## config.mk

```make
export PLATFORM = sky130hd
export DESIGN_NAME = sync_memory_flat
export DESIGN_NICKNAME = d
export VERILOG_FILES = /design/src/rtl/sync_memory_pkg.sv /design/src/rtl/sync_memory_if.sv /design/src/rtl/sync_memory_array.sv /design/src/rtl/sync_memory.sv /design/src/flat_wrapper.sv
export SDC_FILE = /design/constraint.sdc
export NUM_CORES = 2
export LEC_CHECK = 0
export ABC_AREA = 1
export ABC_CLOCK_PERIOD_IN_PS = 4100
export CAP_MARGIN = 25
export CORE_MARGIN = 4
export CORE_UTILIZATION = 24
export DETAILED_ROUTE_END_ITERATION = 8
export SETUP_SLACK_MARGIN = 0.4
export SKIP_CTS_REPAIR_TIMING = 1
export SYNTH_ARGS = -nofsm -noshare
export SYNTH_HDL_FRONTEND = slang
export SYNTH_HIERARCHICAL = 1
export SYNTH_SLANG_ARGS = --single-unit
```

## constraint.sdc

```tcl
create_clock -name clk -period 4.1 [get_ports clk]
set_input_delay 0.41 -clock clk [delete_from_list [all_inputs] [get_ports clk]]
set_output_delay 0.41 -clock clk [all_outputs]
set_load 0.05 [all_outputs]
```

## src/rtl/sync_memory_pkg.sv

```systemverilog
// Shared types and default widths for the sync_memory block.
package mem_pkg;

  localparam int DATA_W_DEF = 16;
  localparam int ADDR_W_DEF = 7;

  typedef enum logic {
    CLEAR = 1'b0,
    IDLE  = 1'b1
  } state_t;

endpackage

```

## src/rtl/sync_memory_if.sv

```systemverilog
// Request/response/clear bus of the sync_memory block.
interface sync_memory_if
  import mem_pkg::*;
#(
  parameter int DATA_W = DATA_W_DEF,
  parameter int ADDR_W = ADDR_W_DEF
);

  logic              req_valid;
  logic              req_ready;
  logic              req_we;
  logic [ADDR_W-1:0] req_addr;
  logic [DATA_W-1:0] req_wdata;
  logic              rsp_valid;
  logic              rsp_ready;
  logic [DATA_W-1:0] rsp_rdata;
  logic              clear_req;
  logic              busy;

  modport master (
    output req_valid, req_we, req_addr, req_wdata, rsp_ready, clear_req,
    input  req_ready, rsp_valid, rsp_rdata, busy
  );

  modport slave (
    input  req_valid, req_we, req_addr, req_wdata, rsp_ready, clear_req,
    output req_ready, rsp_valid, rsp_rdata, busy
  );

endinterface

```

## src/rtl/sync_memory_array.sv

```systemverilog
// Storage: one synchronous write port, one synchronous read port, no reset.
module sync_memory_array
  import mem_pkg::*;
#(
  parameter int DATA_W = DATA_W_DEF,
  parameter int ADDR_W = ADDR_W_DEF
) (
  input  logic              clk,
  input  logic              we,
  input  logic [ADDR_W-1:0] waddr,
  input  logic [DATA_W-1:0] wdata,
  input  logic              re,
  input  logic [ADDR_W-1:0] raddr,
  output logic [DATA_W-1:0] rdata
);

  logic [DATA_W-1:0] mem [2**ADDR_W];

  always_ff @(posedge clk) begin
    if (we) mem[waddr] <= wdata;
    if (re) rdata <= mem[raddr];
  end

endmodule

```

## src/rtl/sync_memory.sv

```systemverilog
// Single-port request/response memory with a self-clearing CLEAR sequence
// that runs after reset and on clear_req.
module sync_memory
  import mem_pkg::*;
#(
  parameter int DATA_W = DATA_W_DEF,
  parameter int ADDR_W = ADDR_W_DEF
) (
  input  logic          clk,
  input  logic          rst_n,
  sync_memory_if.slave  bus
);

  localparam int              DEPTH = 2**ADDR_W;
  localparam logic [ADDR_W-1:0] LAST = ADDR_W'(DEPTH - 1);

  state_t            state;
  logic [ADDR_W-1:0] clr_cnt;
  logic              vld_p1;
  logic [DATA_W-1:0] rdata_p1;

  logic              accept_p0;
  logic              rd_p0;
  logic              wr_p0;
  logic [ADDR_W-1:0] waddr_p0;
  logic [DATA_W-1:0] wdata_p0;

  assign bus.req_ready = (state == IDLE) && !bus.clear_req && (!vld_p1 || bus.rsp_ready);
  assign accept_p0     = bus.req_valid && bus.req_ready;
  assign rd_p0         = accept_p0 && !bus.req_we;

  // CLEAR owns the write port; otherwise accepted writes use it.
  assign wr_p0    = (state == CLEAR) || (accept_p0 && bus.req_we);
  assign waddr_p0 = (state == CLEAR) ? clr_cnt : bus.req_addr;
  assign wdata_p0 = (state == CLEAR) ? '0 : bus.req_wdata;

  sync_memory_array #(
    .DATA_W (DATA_W),
    .ADDR_W (ADDR_W)
  ) u_array (
    .clk   (clk),
    .we    (wr_p0),
    .waddr (waddr_p0),
    .wdata (wdata_p0),
    .re    (rd_p0),
    .raddr (bus.req_addr),
    .rdata (rdata_p1)
  );

  // ---- stage p1: response register and FSM ----
  always_ff @(posedge clk or negedge rst_n) begin
    if (!rst_n) begin
      state   <= CLEAR;
      clr_cnt <= '0;
      vld_p1  <= 1'b0;
    end else begin
      case (state)
        CLEAR: begin
          if (clr_cnt == LAST) begin
            state   <= IDLE;
            clr_cnt <= '0;
          end else begin
            clr_cnt <= clr_cnt + 1'b1;
          end
        end
        IDLE: begin
          if (bus.clear_req) begin
            state   <= CLEAR;
            clr_cnt <= '0;
          end
        end
        default: state <= CLEAR;
      endcase

      if (rd_p0)              vld_p1 <= 1'b1;
      else if (bus.rsp_ready) vld_p1 <= 1'b0;
    end
  end

  // The array read register only loads on an accepted read, so it holds while
  // a response is stalled; gating by valid gives zero data out of reset.
  assign bus.rsp_valid = vld_p1;
  assign bus.rsp_rdata = vld_p1 ? rdata_p1 : '0;
  assign bus.busy      = (state == CLEAR);

endmodule

```

## src/flat_wrapper.sv

```systemverilog
// flat-port wrapper written by rule: the top's interface ports become plain ports
module sync_memory_flat import mem_pkg::*;
#(
  parameter int DATA_W = DATA_W_DEF,
  parameter int ADDR_W = ADDR_W_DEF
)
  (clk, rst_n, bus_req_valid, bus_req_we, bus_req_addr, bus_req_wdata, bus_rsp_ready, bus_clear_req, bus_req_ready, bus_rsp_valid, bus_rsp_rdata, bus_busy);
  sync_memory_if #(.DATA_W(DATA_W), .ADDR_W(ADDR_W)) bus_i ();
  input  logic clk;
  input  logic rst_n;
  input wire logic [$bits(bus_i.req_valid)-1:0] bus_req_valid;
  input wire logic [$bits(bus_i.req_we)-1:0] bus_req_we;
  input wire logic [$bits(bus_i.req_addr)-1:0] bus_req_addr;
  input wire logic [$bits(bus_i.req_wdata)-1:0] bus_req_wdata;
  input wire logic [$bits(bus_i.rsp_ready)-1:0] bus_rsp_ready;
  input wire logic [$bits(bus_i.clear_req)-1:0] bus_clear_req;
  output wire logic [$bits(bus_i.req_ready)-1:0] bus_req_ready;
  output wire logic [$bits(bus_i.rsp_valid)-1:0] bus_rsp_valid;
  output wire logic [$bits(bus_i.rsp_rdata)-1:0] bus_rsp_rdata;
  output wire logic [$bits(bus_i.busy)-1:0] bus_busy;
  assign bus_i.req_valid = bus_req_valid;
  assign bus_i.req_we = bus_req_we;
  assign bus_i.req_addr = bus_req_addr;
  assign bus_i.req_wdata = bus_req_wdata;
  assign bus_i.rsp_ready = bus_rsp_ready;
  assign bus_i.clear_req = bus_clear_req;
  assign bus_req_ready = bus_i.req_ready;
  assign bus_rsp_valid = bus_i.rsp_valid;
  assign bus_rsp_rdata = bus_i.rsp_rdata;
  assign bus_busy = bus_i.busy;
  sync_memory #(.DATA_W(DATA_W), .ADDR_W(ADDR_W)) u_core (.clk(clk), .rst_n(rst_n), .bus(bus_i));
endmodule
```

==> results.json <==
{
  "holdWs_ps": 280.1,
  "crit_type": "register to output pin",
  "crit_path_end": "bus_rsp_rdata[13]",
  "clock_power_share": 0.395,
  "synth_ff_type": "edfxtp_1",
  "tightest_slew_ps": 1204,
  "place_congestion": 0.9200,
  "final_nets": 7052,
  "clock-sinks": 2073,
  "powerDensity_nw_per_um2": 482.8,
  "crit_fanout": 19,
  "grt_antenna_before_repair": 11,
  "ant_nets": 0,
  "regToRegSetupSlack_ps": 740,
  "grt_pass1_vias": 52050,
  "setup_viol": 0,
  "final_cells": 11780,
  "reg2reg_to": "u_core/u_array/mem[79][4]",
  "die_area_um2": 358900,
  "drt_iter0_markers": 7351,
  "clockRootBuffer": "clkbuf_16",
  "fmax_mhz": 288.0,
  "preCtsSetupSlack_ps": 590.6,
  "fin_setup_tns_ps": 0,
  "busiest_layer": "met2",
  "worst-endpoint-required_ps": 3690,
  "status": "finished, final reports clean",
  "finalCritPeriodShare": 0.8470,
  "h-tree-depth": 4,
  "r2r_cells": 8,
  "seq_power_share": 0.514,
  "worst_path_max_delay_cell": "dfrtp_1",
  "initial_core_util": 0.2416,
  "drc": 0,
  "timing.rr.start": "u_core/state",
  "cp.buffers_inverters": 2,
  "tritoncts": "built",
  "ys_async_sr_fraction": 0.004342,
  "p_sw_frac": 0.2431,
  "final_hold_viol_count": 0,
  "yosysTopAreaCell": "edfxtp_1",
  "cpPeakStageDelay_ps": 810,
  "yosysWarnings": 6,
  "rsz0062_at_grt": "no",
  "cap_viol_max_count": 0,
  "placed_cells": 11390,
  "relSlewSlack": 0.1971,
  "drt-vias-per-instance": 4.701,
  "hp-class": "input port to register",
  "yosysSeqAreaShare": 0.7418,
  "wirelength_mm": 244.4,
  "synth_seq_cells": 2073,
  "synth_fp_nets": 6976,
  "track_usage": 0.1313,
  "grt_pass1_wl_mm": 355.9,
  "core_area_um2": 347000,
  "use_met1": 0.1731,
  "cts_buffer_depth": 3,
  "grt_util_met3": 0.02236,
  "numCtsBuffers": 209,
  "synth_enable_flop_cells": 2064,
  "crit_arrival_ps": 3060,
  "end_kind": "output pin",
  "rows": 216,
  "synth_cell_types": 25,
  "crit_chain": "nand2_1, inv_1, clkdlybuf4s50_1",
  "synthTopCellsByArea": "edfxtp_1 74%, nand3_1 12%, nand2_1 9.6%",
  "firstDrtPassIters": 7,
  "dp_hpwl_mm": 147.0,
  "grtUsageMet2": 0.2110,
  "avgRoutedWirePerCell_um": 20.76,
  "vias": 55350,
  "critical_path_depth": 3,
  "cp-start-kind": "register",
  "cp-startpoint": "u_core/bus.rsp_valid",
  "p_int_mw": 35.46,
  "ios": 48,
  "min_period_ps": 3473,
  "p_leak_nw": 33.62,
  "portBuffers": 47,
  "slew_viol_final": 0,
  "drive_above_1_share": 0.08243,
  "die_w_um": 599.1,
  "p_comb_frac": 0.091,
  "grt_max_degree": 208,
  "fin_skew_ps": 36.72,
  "die_y_um": 599.1,
  "synth_common_cells": "2143 x nand2_1, 2064 x edfxtp_1, 2024 x nand3_1",
  "fin_ws_ps": 627.2,
  "peakVddDrop_v": 0.0004206,
  "clkTransAtPathRegs_ps": 60,
  "yosysMostFrequentCell": "nand2_1",
  "overflow": 0,
  "syn_area_um2": 83850,
  "clk_latency_ps": 840,
  "syn_to_final_growth_pct": 15.74,
  "synth_cells": 6946,
  "avgSynthCellArea_um2": 12.07,
  "cpLargestDelayFamily": "buffers and inverters",
  "power.switching_mw": 11.39,
  "synth_top_area_share": 0.7391
}
-- worst min path at each step --
| stage | start | to | slack (ps) | depth (start not counted) |
|---|---|---|---|---|
| 2_1_floorplan | rst_n | u_core/bus.rsp_valid | 110 | 0 |
| 3_3_place_gp | u_core/clr_cnt[0] | u_core/clr_cnt[0] | 530 | 2 |
| 3_5_place_dp | u_core/clr_cnt[0] | u_core/clr_cnt[0] | 550 | 2 |
| 4_1_cts | rst_n | u_core/bus.rsp_valid | -100 | 1 |
| 5_1_grt | bus_req_valid | u_core/bus.rsp_valid | 260 | 3 |
| 6_report | bus_req_valid | u_core/bus.rsp_valid | 280 | 3 |
-- per-layer routing --
metal	up-vias	wire length [um]
li1	24890	-
met1	27350	97520
met2	2636	114500
met3	472	20580
met4	4	11840
met5	-	29
-- per-stage QoR --
stage / total power [mW] / area, um^2 / utilization
finish: 46.86 / 97060 / 0.2797
global route: 48.32 / 97050 / 0.2797
CTS: 47.13 / 97020 / 0.2796
detailed placement: 28.74 / 90400 / 0.2605
global placement: 28.69 / 90400 / 0.2605
floorplan: 26.78 / 83850 / -
-- cells in the final DEF (no fill, tap or decap), types with 44 or more instances in the layout --
cell / Yosys / final
edfxtp_1: 2064 / 2064
inv_1: 66 / 48
clkbuf_1: 81 / 44
clkinv_1: 0 / 59
nand3_1: 2024 / 2024
buf_12: 0 / 52
buf_4: 61 / 228
nor2_1: 145 / 145
nand2_1: 2143 / 2143
clkbuf_16: 0 / 213
-- power by group through the flow --
stage | sequential, mW | clock, mW | combinational (mW)
final | 24.1 | 18.5 | 4.26
after global routing | 24.1 | 19.7 | 4.52
after CTS | 24.1 | 18.8 | 4.22
after detailed placement | 24.5 | 0 | 4.21
after global placement | 24.5 | 0 | 4.17
after floorplan | 24.5 | 0 | 2.25
-- tightest hold or removal path: stages --
cell and delay [ps]:
clkdlybuf4s50_1 470, nand3_2 140, o21ai_2 60
-- flip-flops by register name, indices dropped and copies added (netlist names) --
signal,flops
u_core/u_array/mem,2048
u_core/u_array/rdata,16
u_core/clr_cnt,7
u_core/bus.rsp_valid,1
u_core/state,1
-- cell families (layout without fill, tap and decap cells) --
kind of cell	Yosys count	in the layout	share of synthesized area
AND/OR/NAND/NOR	4322	4322	0.2241
AO/OA/AOI/OAI	16	16	0.001134
adder cells (fa/ha/maj)	1	1	0.0001492
XOR/XNOR	1	1	0.0001045
buffers and inverters	533	781	0.03274
flip-flops	2073	2073	0.7418
other	0	3	0
-- final cells by class --
cell class | count | area [um^2]
clock inverter | 126 | 1124
timing repair buffer | 328 | 3251
inverter | 70 | 339.1
tap | 4578 | 5728
clock buffer | 257 | 5495
antenna | 3 | 7.507
fill | 35250 | 250000
sequential | 2073 | 62210
multi-input combinational | 4340 | 18900
Power figures use the tool's default switching activity.
==> RTL change, RTL diff (same flow settings) <==
`DATA_W_DEF`: 16 -> 14.
--- a/src/rtl/sync_memory_pkg.sv
+++ b/src/rtl/sync_memory_pkg.sv
@@ -3,3 +3,3 @@
 
-  localparam int DATA_W_DEF = 16;
+  localparam int DATA_W_DEF = 14;
   localparam int ADDR_W_DEF = 7;
Interface: changed (resized bus_req_wdata and bus_rsp_rdata); port bits go from 48 to 44. No check against the original RTL was run, so the function may have changed too.
==> RTL change against the unedited design <==
  * Area after synthesis shrank 12%
  * Power shrank 12%
  * Setup slack gained 41 ps
  * Fmax grew 1.2%
  * Worst hold slack gained 54 ps
  * Wire length shrank 11%
  * Sequential cell count shrank 258
  * Critical path depth grew 2
  * Clock power shrank 13%
  * Design area shrank 12%
  * Highest routed layer is now met4
==> RTL change: results (changes against the unedited design) <==
Setup path
  • Worst path max stage delay: 890 ps (+80 ps)
  • CP endpoint: bus_req_ready
  • Crit path max fanout: 9 (-10)
  • FF-to-FF setup slack: 1020 ps (+280 ps)
  • RR Endpoint: u_core/u_array/mem[115][13]$_DFFE_PP_
  • Crit path DAT: 3020 ps (-40 ps)
  • Slowest-stage cell, CP: clkdlybuf4s50_1

Floorplan
  • Die area: 316000 um^2 (-12%)

Worst hold path
  • Worst Hold End: u_core/state$_DFF_PN0_
  • Hold path depth: 4 (+1)
  • Min-Delay Startpoint: bus_clear_req

Power and ir drop
  • Peak supply drop: 0.481 mV (+14%)

Global route
  • Grt met1 use: 0.173 (-0.000476)
  • Total Routing Usage GR: 0.132 (+0.000854)
  • Vias in the first global route: 45989 (-12%)
  • Pin count of the biggest net entering global routing: 218 (+4.8%)
  • First-pass GRT wire length: 315000 um (-11%)
  • Met3 GRT Util: 0.0228 (+0.000402)

Cells and area
  • Final net count: 6371 (-9.7%)
  • Share of cells above drive strength 1: 0.0854 (+0.00301)
  • Post-Layout Cell Count: 10598 (-10%)
  • Layout fillers: 31081 (-12%)
  • Top Registers: u_core/u_array/mem x1792, u_core/u_array/rdata x14, u_core/clr_cnt x7

Place
  • Pre-CTS setup slack: 772 ps (+181 ps)
  • Hpwl dp: 131000 um (-11%)
  • Gpl congestion: 0.933 (+1.4%)
  • Placed cell count: 10259 (-9.9%)
  • I/O Buffers: 43 (-8.5%)

Yosys
  • Post-synth top cells: 2165 x nand2_1, 1806 x edfxtp_1, 1632 x nand3_1, 235 x buf_2, 141 x nor2_1
  • Synth cell types: 27 (+8.0%)
  • Syn Nets: 6279 (-10%)
  • EDFF count, synth: 1806 (-13%)
  • Sequential share of the synthesized area: 0.738 (-0.00397)
  • FFs w/ async S/R, synth: 0.00496 (+0.000617)
  • Avg Inst Size Synth: 11.8 um^2 (-2.2%)
  • Synth Area in Compound Gates: 0.00110 (-0.0000321)
  • XOR/XNOR share of the synthesized area: 0.000237 (+0.000133)
  • Synth area leaders: edfxtp_1 73%, nand3_1 11%, nand2_1 11%
  • Adder-cell share of the synthesized area: 0.000170 (+0.0000203)

Drt
  • Top Metal Used: met4
  • Met2 wire length: 102000 um (-11%)
  • WL final: 217000 um (-11%)
  • 1st-iter DRT viols: 6134 (-17%)
  • Detailed Routing Iterations Pass 1: 6 (-1)
  • Routed length on met1: 85800 um (-12%)

STA
  • Slew HR: 0.114 (-0.0831)
  • Skew final: 47.8 ps (+11.1 ps)
  • Fmax: 291 MHz (+1.2%)

Clocking
  • Cts bufs inserted: 181 (-13%)

Outcome
  • Status: complete, no violations
## RTL change: cell types whose count changed after synthesis, moves of 2 or more
cell	unedited run	this run
o21ai_2	3	0
nor2_1	145	141
nand3_1	2024	1632
nand2_1	2143	2165
buf_2	255	235
buf_4	61	45
nor2_2	0	2
buf_6	24	15
buf_1	41	32
inv_1	66	59
clkbuf_1	81	77
inv_2	2	4
edfxtp_1	2064	1806
## RTL change: area by class of cell
cell class,count,area (um^2),area share
flip-flops and latches,1815,54500,0.636
multi-input cells,3967,17000,0.199
well taps,4100,5130,0.0599
clock buffers,231,4760,0.0556
repair buffers,314,3000,0.0350
clock inverters,105,976,0.0114
inverters,64,309,0.00361
diodes,2,5.00,0.0000584
## RTL change: per-stage QoR
stage	area, um^2	hold slack (ps)	total power, W
3_3_place_gp	79900	547	0.0252
4_1_cts	85600	-36.0	0.0413
5_1_grt	85600	326	0.0424
3_5_place_dp	79900	537	0.0253
6_report	85600	334	0.0411
2_1_floorplan	73800	114	0.0235
## RTL change: kinds of logic (layout without fill, tap and decap cells)
| kind of cell | count (synthesis) | count (layout) |
|---|---|---|
| other cells | 0 | 2 |
| xor+xnor | 2 | 2 |
| compound gates | 14 | 14 |
| fa+ha+maj | 1 | 1 |
| flops | 1815 | 1815 |
| simple gates | 3950 | 3950 |
| buf+inv | 469 | 714 |
## RTL change: power by group
part / switching [W] / leakage [nW] / internal [W] / total, W
clock network: 0.00706 / 2.81 / 0.00908 / 0.0161
registers: 0.000141 / 16.8 / 0.0209 / 0.0211
logic: 0.00300 / 10.6 / 0.000874 / 0.00387
